`src/rtl/uart_pkg.sv`:
```
// Shared UART receive-path definitions: FIFO sizing and the status word seen by the register block.
package uart_pkg;

    localparam int UART_RX_FIFO_DEPTH = 16;

    // The occupancy count must represent DEPTH itself, so it needs one bit beyond the address.
    function automatic int cnt_w(input int depth);
        return $clog2(depth) + 1;
    endfunction

    typedef struct packed {
        logic empty;
        logic full;
        logic overrun;
        logic parity_err;
        logic thresh_irq;
    } uart_rx_status_t;

endpackage

```
`src/rtl/uart_rx_fifo.sv`:
```
// UART receive FWFT byte FIFO with sticky overrun/parity flags and a threshold interrupt.
// A byte pushed at edge N is visible after edge N; when full, a push is dropped unless a pop accepts it in the same cycle.
module uart_rx_fifo
    import uart_pkg::*;
#(
    parameter int DEPTH = UART_RX_FIFO_DEPTH,
    localparam int CNT_W = cnt_w(DEPTH)
) (
    input  logic             clk,
    input  logic             rst_n,
    input  logic             rx_valid_i,
    input  logic [7:0]       rx_data_i,
    input  logic             rx_parity_error_i,
    input  logic             flush_i,
    input  logic             rd_en_i,
    input  logic [CNT_W-1:0] thresh_i,
    input  logic             clr_err_i,
    output logic [7:0]       rd_data_o,
    output logic             empty_o,
    output logic             full_o,
    output logic [CNT_W-1:0] count_o,
    output logic             thresh_irq_o,
    output logic             overrun_o,
    output logic             parity_err_o
);

    localparam int ADDR_W = $clog2(DEPTH);

    logic [7:0]        r_mem [DEPTH];
    logic [ADDR_W-1:0] r_wr_ptr;
    logic [ADDR_W-1:0] r_rd_ptr;
    logic [CNT_W-1:0]  r_count;
    logic              r_par_q;
    logic              r_overrun;
    logic              r_parity_err;

    logic              w_empty;
    logic              w_full;
    logic              w_pop;
    logic              w_push;
    logic              w_drop;
    logic              w_par_rise;
    uart_rx_status_t   w_status;

    assign w_empty    = (r_count == '0);
    assign w_full     = (r_count == CNT_W'(DEPTH));
    assign w_pop      = rd_en_i && !w_empty;
    assign w_push     = rx_valid_i && (!w_full || w_pop);
    // A byte discarded by a flush is not an overrun; only a genuinely full FIFO drops.
    assign w_drop     = rx_valid_i && w_full && !w_pop && !flush_i;
    assign w_par_rise = rx_parity_error_i && !r_par_q;

    always_ff @(posedge clk or negedge rst_n) begin
        if (!rst_n) begin
            r_wr_ptr <= '0;
            r_rd_ptr <= '0;
            r_count  <= '0;
        end else if (flush_i) begin
            r_wr_ptr <= '0;
            r_rd_ptr <= '0;
            r_count  <= '0;
        end else begin
            if (w_push) begin
                r_wr_ptr <= r_wr_ptr + ADDR_W'(1);
            end
            if (w_pop) begin
                r_rd_ptr <= r_rd_ptr + ADDR_W'(1);
            end
            if (w_push && !w_pop) begin
                r_count <= r_count + CNT_W'(1);
            end else if (w_pop && !w_push) begin
                r_count <= r_count - CNT_W'(1);
            end
        end
    end

    always_ff @(posedge clk) begin
        if (w_push && !flush_i) begin
            r_mem[r_wr_ptr] <= rx_data_i;
        end
    end

    // Set beats clear when both happen in the same cycle.
    always_ff @(posedge clk or negedge rst_n) begin
        if (!rst_n) begin
            r_par_q      <= 1'b0;
            r_overrun    <= 1'b0;
            r_parity_err <= 1'b0;
        end else begin
            r_par_q <= rx_parity_error_i;
            if (w_drop) begin
                r_overrun <= 1'b1;
            end else if (clr_err_i) begin
                r_overrun <= 1'b0;
            end
            if (w_par_rise) begin
                r_parity_err <= 1'b1;
            end else if (clr_err_i) begin
                r_parity_err <= 1'b0;
            end
        end
    end

    assign w_status.empty      = w_empty;
    assign w_status.full       = w_full;
    assign w_status.overrun    = r_overrun;
    assign w_status.parity_err = r_parity_err;
    assign w_status.thresh_irq = (thresh_i != '0) && (r_count >= thresh_i);

    assign rd_data_o    = w_empty ? 8'h00 : r_mem[r_rd_ptr];
    assign count_o      = r_count;
    assign empty_o      = w_status.empty;
    assign full_o       = w_status.full;
    assign overrun_o    = w_status.overrun;
    assign parity_err_o = w_status.parity_err;
    assign thresh_irq_o = w_status.thresh_irq;

endmodule

```
`config.mk`:
```
export PLATFORM = sky130hd
export DESIGN_NAME = uart_rx_fifo
export DESIGN_NICKNAME = d
export VERILOG_FILES = /design/src/rtl/uart_pkg.sv /design/src/rtl/uart_rx_fifo.sv
export SDC_FILE = /design/constraint.sdc
export NUM_CORES = 1
export LEC_CHECK = 0
export ABC_AREA = 1
export BUFFER_PORTS_ARGS = -buffer_cell sky130_fd_sc_hd__buf_2
export CAP_MARGIN = 20
export CORE_MARGIN = 2
export CORE_UTILIZATION = 55
export DETAILED_ROUTE_END_ITERATION = 10
export GPL_ROUTABILITY_DRIVEN = 1
export PLACE_DENSITY_LB_ADDON = 0.3
export SLEW_MARGIN = 5
export SYNTH_ARGS = -nofsm -noshare
export SYNTH_HDL_FRONTEND = slang
export SYNTH_SLANG_ARGS = --single-unit
```
`constraint.sdc`:
```
create_clock -name clk -period 2.05 [get_ports clk]
set_input_delay 0.1025 -clock clk [delete_from_list [all_inputs] [get_ports clk]]
set_output_delay 0.1025 -clock clk [all_outputs]
set_load 0.02 [all_outputs]
```
==> results by group <==
CTS
  • Sink count of the clock tree: 144
  • Total CTS buffers: 17
  • Number of buffers on the longest clock path: 2
  • Later-pin clock latency in the skew report: 420 ps
  • Clock-pin transition on the worst setup and hold timing paths: 60 ps
  • H-tree lvl count: 4
  • Clock tree from TritonCTS: built
  • Root Driver: sky130_fd_sc_hd__clkbuf_16

Power
  • Reported leakage power: 3.075 nW
  • Tot Pwr: 9.280 mW
  • Cell area power density: ~1200 nW/µm²
  • Worst supply voltage drop on vdd: 1150 µV

STA
  • Unrepaired setup endpoints after global routing: yes
  • Clock skew: roughly 9 ps
  • Remaining max-slew budget at the tightest pin: 0.7107
  • Final period utilization: 1.009
  • Final setup violation count: 2
  • Achievable frequency: 483.4 MHz
  • Worst-case setup margin in the final layout: -18.83 ps
  • Worst hold slack after final layout: 30.06 ps
  • Minimum clock period: approximately 2100 ps
  • Final-report max-slew violation count: 0
  • Final Hold Fails: 0
  • Actual transition at the worst max-transition pin: 433.9 ps

Floorplan
  • Number of placement rows: 39
  • Effective utilization at floorplan: 0.5596
  • Overall die area: 12390 µm²
  • Vertical die dimension: 111.3 µm
  • Chip Width: 111.3 µm
  • Floorplan Core Area: 11320 µm²
  • Count of boundary I/O pins: 38

GRT
  • Total overflow reported by the global router: 0
  • Number of global-route vias before repair: 4499
  • Global-route wire length before repair: approximately 23000 µm
  • Pin count of the biggest net entering global routing: 29
  • Number of antenna violations at the first check in global routing: 0
  • All-layer global routing usage: 0.2455

Drt
  • Wire length per cell after detailed routing: approximately 18 µm
  • DRC viols: 0
  • Vias after detailed routing: 4608
  • Number of iterations in the first detailed-routing pass: 5
  • Total wirelength of the detailed-routed design: 14770 µm
  • Vias/cell: between 5 and 6
  • Iter 0 DRT Violations: 506
  • Routed Antenna Nets: 0

Place
  • Input/output buffers: 37
  • Post-Place Cells: 769
  • Final weighted congestion in routability-driven placement: 0.8189
  • Final HPWL DP: 8956 µm
  • Post-place setup slack: 18.05 ps
  • Placed cell areas: 6808 µm²

Layout
  • Antenna Cells: 0
  • Net count reported at finish: 692
  • Relative area change from synthesis to final layout: 20.98%
  • Most frequent cells in the layout: sky130_fd_sc_hd__nand2_1 (202), sky130_fd_sc_hd__edfxtp_1 (128), sky130_fd_sc_hd__nand3_1 (105)
  • Area of all placed cells without fillers: 7664 µm²
  • Fraction of final layout cells with drive strength greater than 1: 0.1925
  • Final standard cell count with taps included and fillers excluded: 813
  • Most frequent standard cell in the layout excluding fill and tap cells: sky130_fd_sc_hd__nand2_1

Synth
  • Syn avg cell area: 10.87 µm²
  • Post-Syn Area: 6335 µm²
  • Post-synthesis sequential element count: ~140
  • Number of instances in the synthesized netlist: 583
  • Net count of the mapped netlist: slightly above 600
  • Fraction of the yosys area taken by sequential cells: 0.6700
  • Count of cell types in the netlist: 29
  • Warnings, synthesis: 0

Hold path
  • Worst hold path cell count: 4
  • Startpoint of the worst hold path: flush_i
  • Worst Hold End: count_o[0]$_DFFE_PN0P_
  • Path category of the worst min-delay check: primary input to register

Critical path
  • Launching point of the worst reg2reg path: count_o[0]$_DFFE_PN0P_
  • Number of cells on the worst reg-to-reg path: 13
  • Signal arrival time at the worst endpoint: slightly below 2000 ps
  • Reg-to-reg setup timing slack: 90 ps
  • End of the worst register-to-register path: count_o[4]$_DFFE_PN0P_
  • Critical Path RT: about 2000 ps
  • Crit Path Class: register to primary output
  • Crit-path max FO: 7
  • Critical path launch point type: register
  • Kind of capture point of the worst setup path: primary output

Run status
  • Violated checks: negative setup slack
  • Status: finished, violations left

Run
  • Count of maximum capacitance violations: 0
[state kept, by name, summed over array words and instances (netlist names)]
name,cells
r_wr_ptr,4
r_par_q,1
r_rd_ptr,4
r_mem,128
parity_err_o,1
overrun_o,1
count_o,5
[layer usage]
layer,up-vias,wire (µm),share of wire,track usage
li1,2153,-,-,-
met1,2200,5925,0.40,0.3173
met2,224,7323,0.50,0.4093
met3,31,1185,0.080,0.05631
met4,0,339,0.023,0.09300
met5,-,0,0,0
[worst max-delay path, cell delays in order (launching register included)]
cell and delay, ps:
sky130_fd_sc_hd__dfrtp_2 460, sky130_fd_sc_hd__clkinv_4 130, sky130_fd_sc_hd__buf_12 120, sky130_fd_sc_hd__clkbuf_16 140, sky130_fd_sc_hd__nand2_1 50, sky130_fd_sc_hd__nand3_1 60
sky130_fd_sc_hd__nand3_1 60, sky130_fd_sc_hd__nand2_1 110, sky130_fd_sc_hd__nand2_1 70, sky130_fd_sc_hd__a21oi_1 160, sky130_fd_sc_hd__buf_4 180
[layout make-up]
cell class | instances | area (µm²)
Inverter | 25 | 100.1
Timing Repair Buffer | 80 | 663.1
Multi-Input combinational cell | 389 | 1937
Clock inverter | 9 | 91.34
Sequential cell | 144 | 4245
Tap cell | 143 | 178.9
Fill cell | 787 | 3657
Clock buffer | 23 | 447.9
[power breakdown]
part	internal (mW)	switching (mW)	total [mW]
Sequential	3.28	0.0634	3.35
Combinational	1.20	1.89	3.09
Clock	1.77	1.08	2.85
Total	6.25	3.03	9.28
[synth_stat cells]
| master | number | share of area |
|---|---|---|
| sky130_fd_sc_hd__a211oi_1 | 1 | 0.0012 |
| sky130_fd_sc_hd__o22ai_1 | 1 | 0.00099 |
| sky130_fd_sc_hd__a21oi_1 | 12 | 0.0095 |
| sky130_fd_sc_hd__ha_1 | 14 | 0.028 |
| sky130_fd_sc_hd__buf_1 | 3 | 0.0018 |
| sky130_fd_sc_hd__dfrtp_1 | 16 | 0.063 |
| sky130_fd_sc_hd__a21oi_4 | 1 | 0.0026 |
| sky130_fd_sc_hd__nand3_1 | 107 | 0.085 |
| sky130_fd_sc_hd__nand3_4 | 1 | 0.0028 |
| sky130_fd_sc_hd__nand4_1 | 1 | 0.00099 |
| sky130_fd_sc_hd__o32ai_1 | 1 | 0.0014 |
| sky130_fd_sc_hd__o21ai_0 | 7 | 0.0055 |
| sky130_fd_sc_hd__nor3_1 | 1 | 0.00079 |
| sky130_fd_sc_hd__fa_1 | 1 | 0.0032 |
| sky130_fd_sc_hd__nor2_1 | 24 | 0.014 |
| sky130_fd_sc_hd__edfxtp_1 | 128 | 0.61 |
| sky130_fd_sc_hd__clkinv_1 | 3 | 0.0018 |
| sky130_fd_sc_hd__buf_2 | 11 | 0.0087 |
| sky130_fd_sc_hd__nor4_1 | 1 | 0.00099 |
| sky130_fd_sc_hd__buf_4 | 10 | 0.012 |
| sky130_fd_sc_hd__buf_6 | 1 | 0.0018 |
| sky130_fd_sc_hd__nand2_2 | 1 | 0.00099 |
| sky130_fd_sc_hd__inv_2 | 2 | 0.0012 |
| sky130_fd_sc_hd__inv_1 | 20 | 0.012 |
| sky130_fd_sc_hd__nor2_2 | 3 | 0.0030 |
| sky130_fd_sc_hd__nand3_2 | 2 | 0.0032 |
| sky130_fd_sc_hd__o21ai_1 | 1 | 0.00079 |
| sky130_fd_sc_hd__nand2_1 | 205 | 0.12 |
| sky130_fd_sc_hd__xor2_1 | 4 | 0.0055 |
[worst max path at each step]
stage | cells after the start | slack, ps | startpoint | endpoint
6_report | 10 | -20 | r_rd_ptr[0]$_DFFE_PN0P_ | rd_data_o[0]
4_1_cts | 8 | -8 | r_rd_ptr[1]$_DFFE_PN0P_ | rd_data_o[5]
2_1_floorplan | 13 | 20 | count_o[0]$_DFFE_PN0P_ | count_o[4]$_DFFE_PN0P_
5_1_grt | 10 | -110 | r_rd_ptr[0]$_DFFE_PN0P_ | rd_data_o[0]
3_3_place_gp | 13 | 100 | count_o[0]$_DFFE_PN0P_ | count_o[4]$_DFFE_PN0P_
3_5_place_dp | 13 | 20 | count_o[0]$_DFFE_PN0P_ | count_o[4]$_DFFE_PN0P_
[through the flow]
| step | utilization | setup TNS (ps) |
|---|---|---|
| 5_1_grt | 0.6769 | -614.5 |
| 3_3_place_gp | 0.6013 | 0 |
| 2_1_floorplan | - | 0 |
| 4_1_cts | 0.6603 | -15.65 |
| 6_report | 0.6769 | -25.00 |
| 3_5_place_dp | 0.6013 | 0 |
[logic make-up after synthesis]
kind of cell	Yosys count	synth area share
adder cells (fa/ha/maj)	15	0.03081
XOR/XNOR	4	0.005530
buffers and inverters	50	0.03891
AND/OR/NAND/NOR	346	0.2329
flip-flops	144	0.6700
AO/OA/AOI/OAI	24	0.02192
[what timing repair did]
action / CTS / global route
endpoints found under the setup margin: 8 / 10
gates resized for setup: 20 / 20
pin swaps: 0 / 8
gates cloned: 1 / 3
hold buffers: 4 / 0
setup buffers: 0 / 4
hold endpoints to repair: 19 / 0
(Power assumes the default switching activity.)
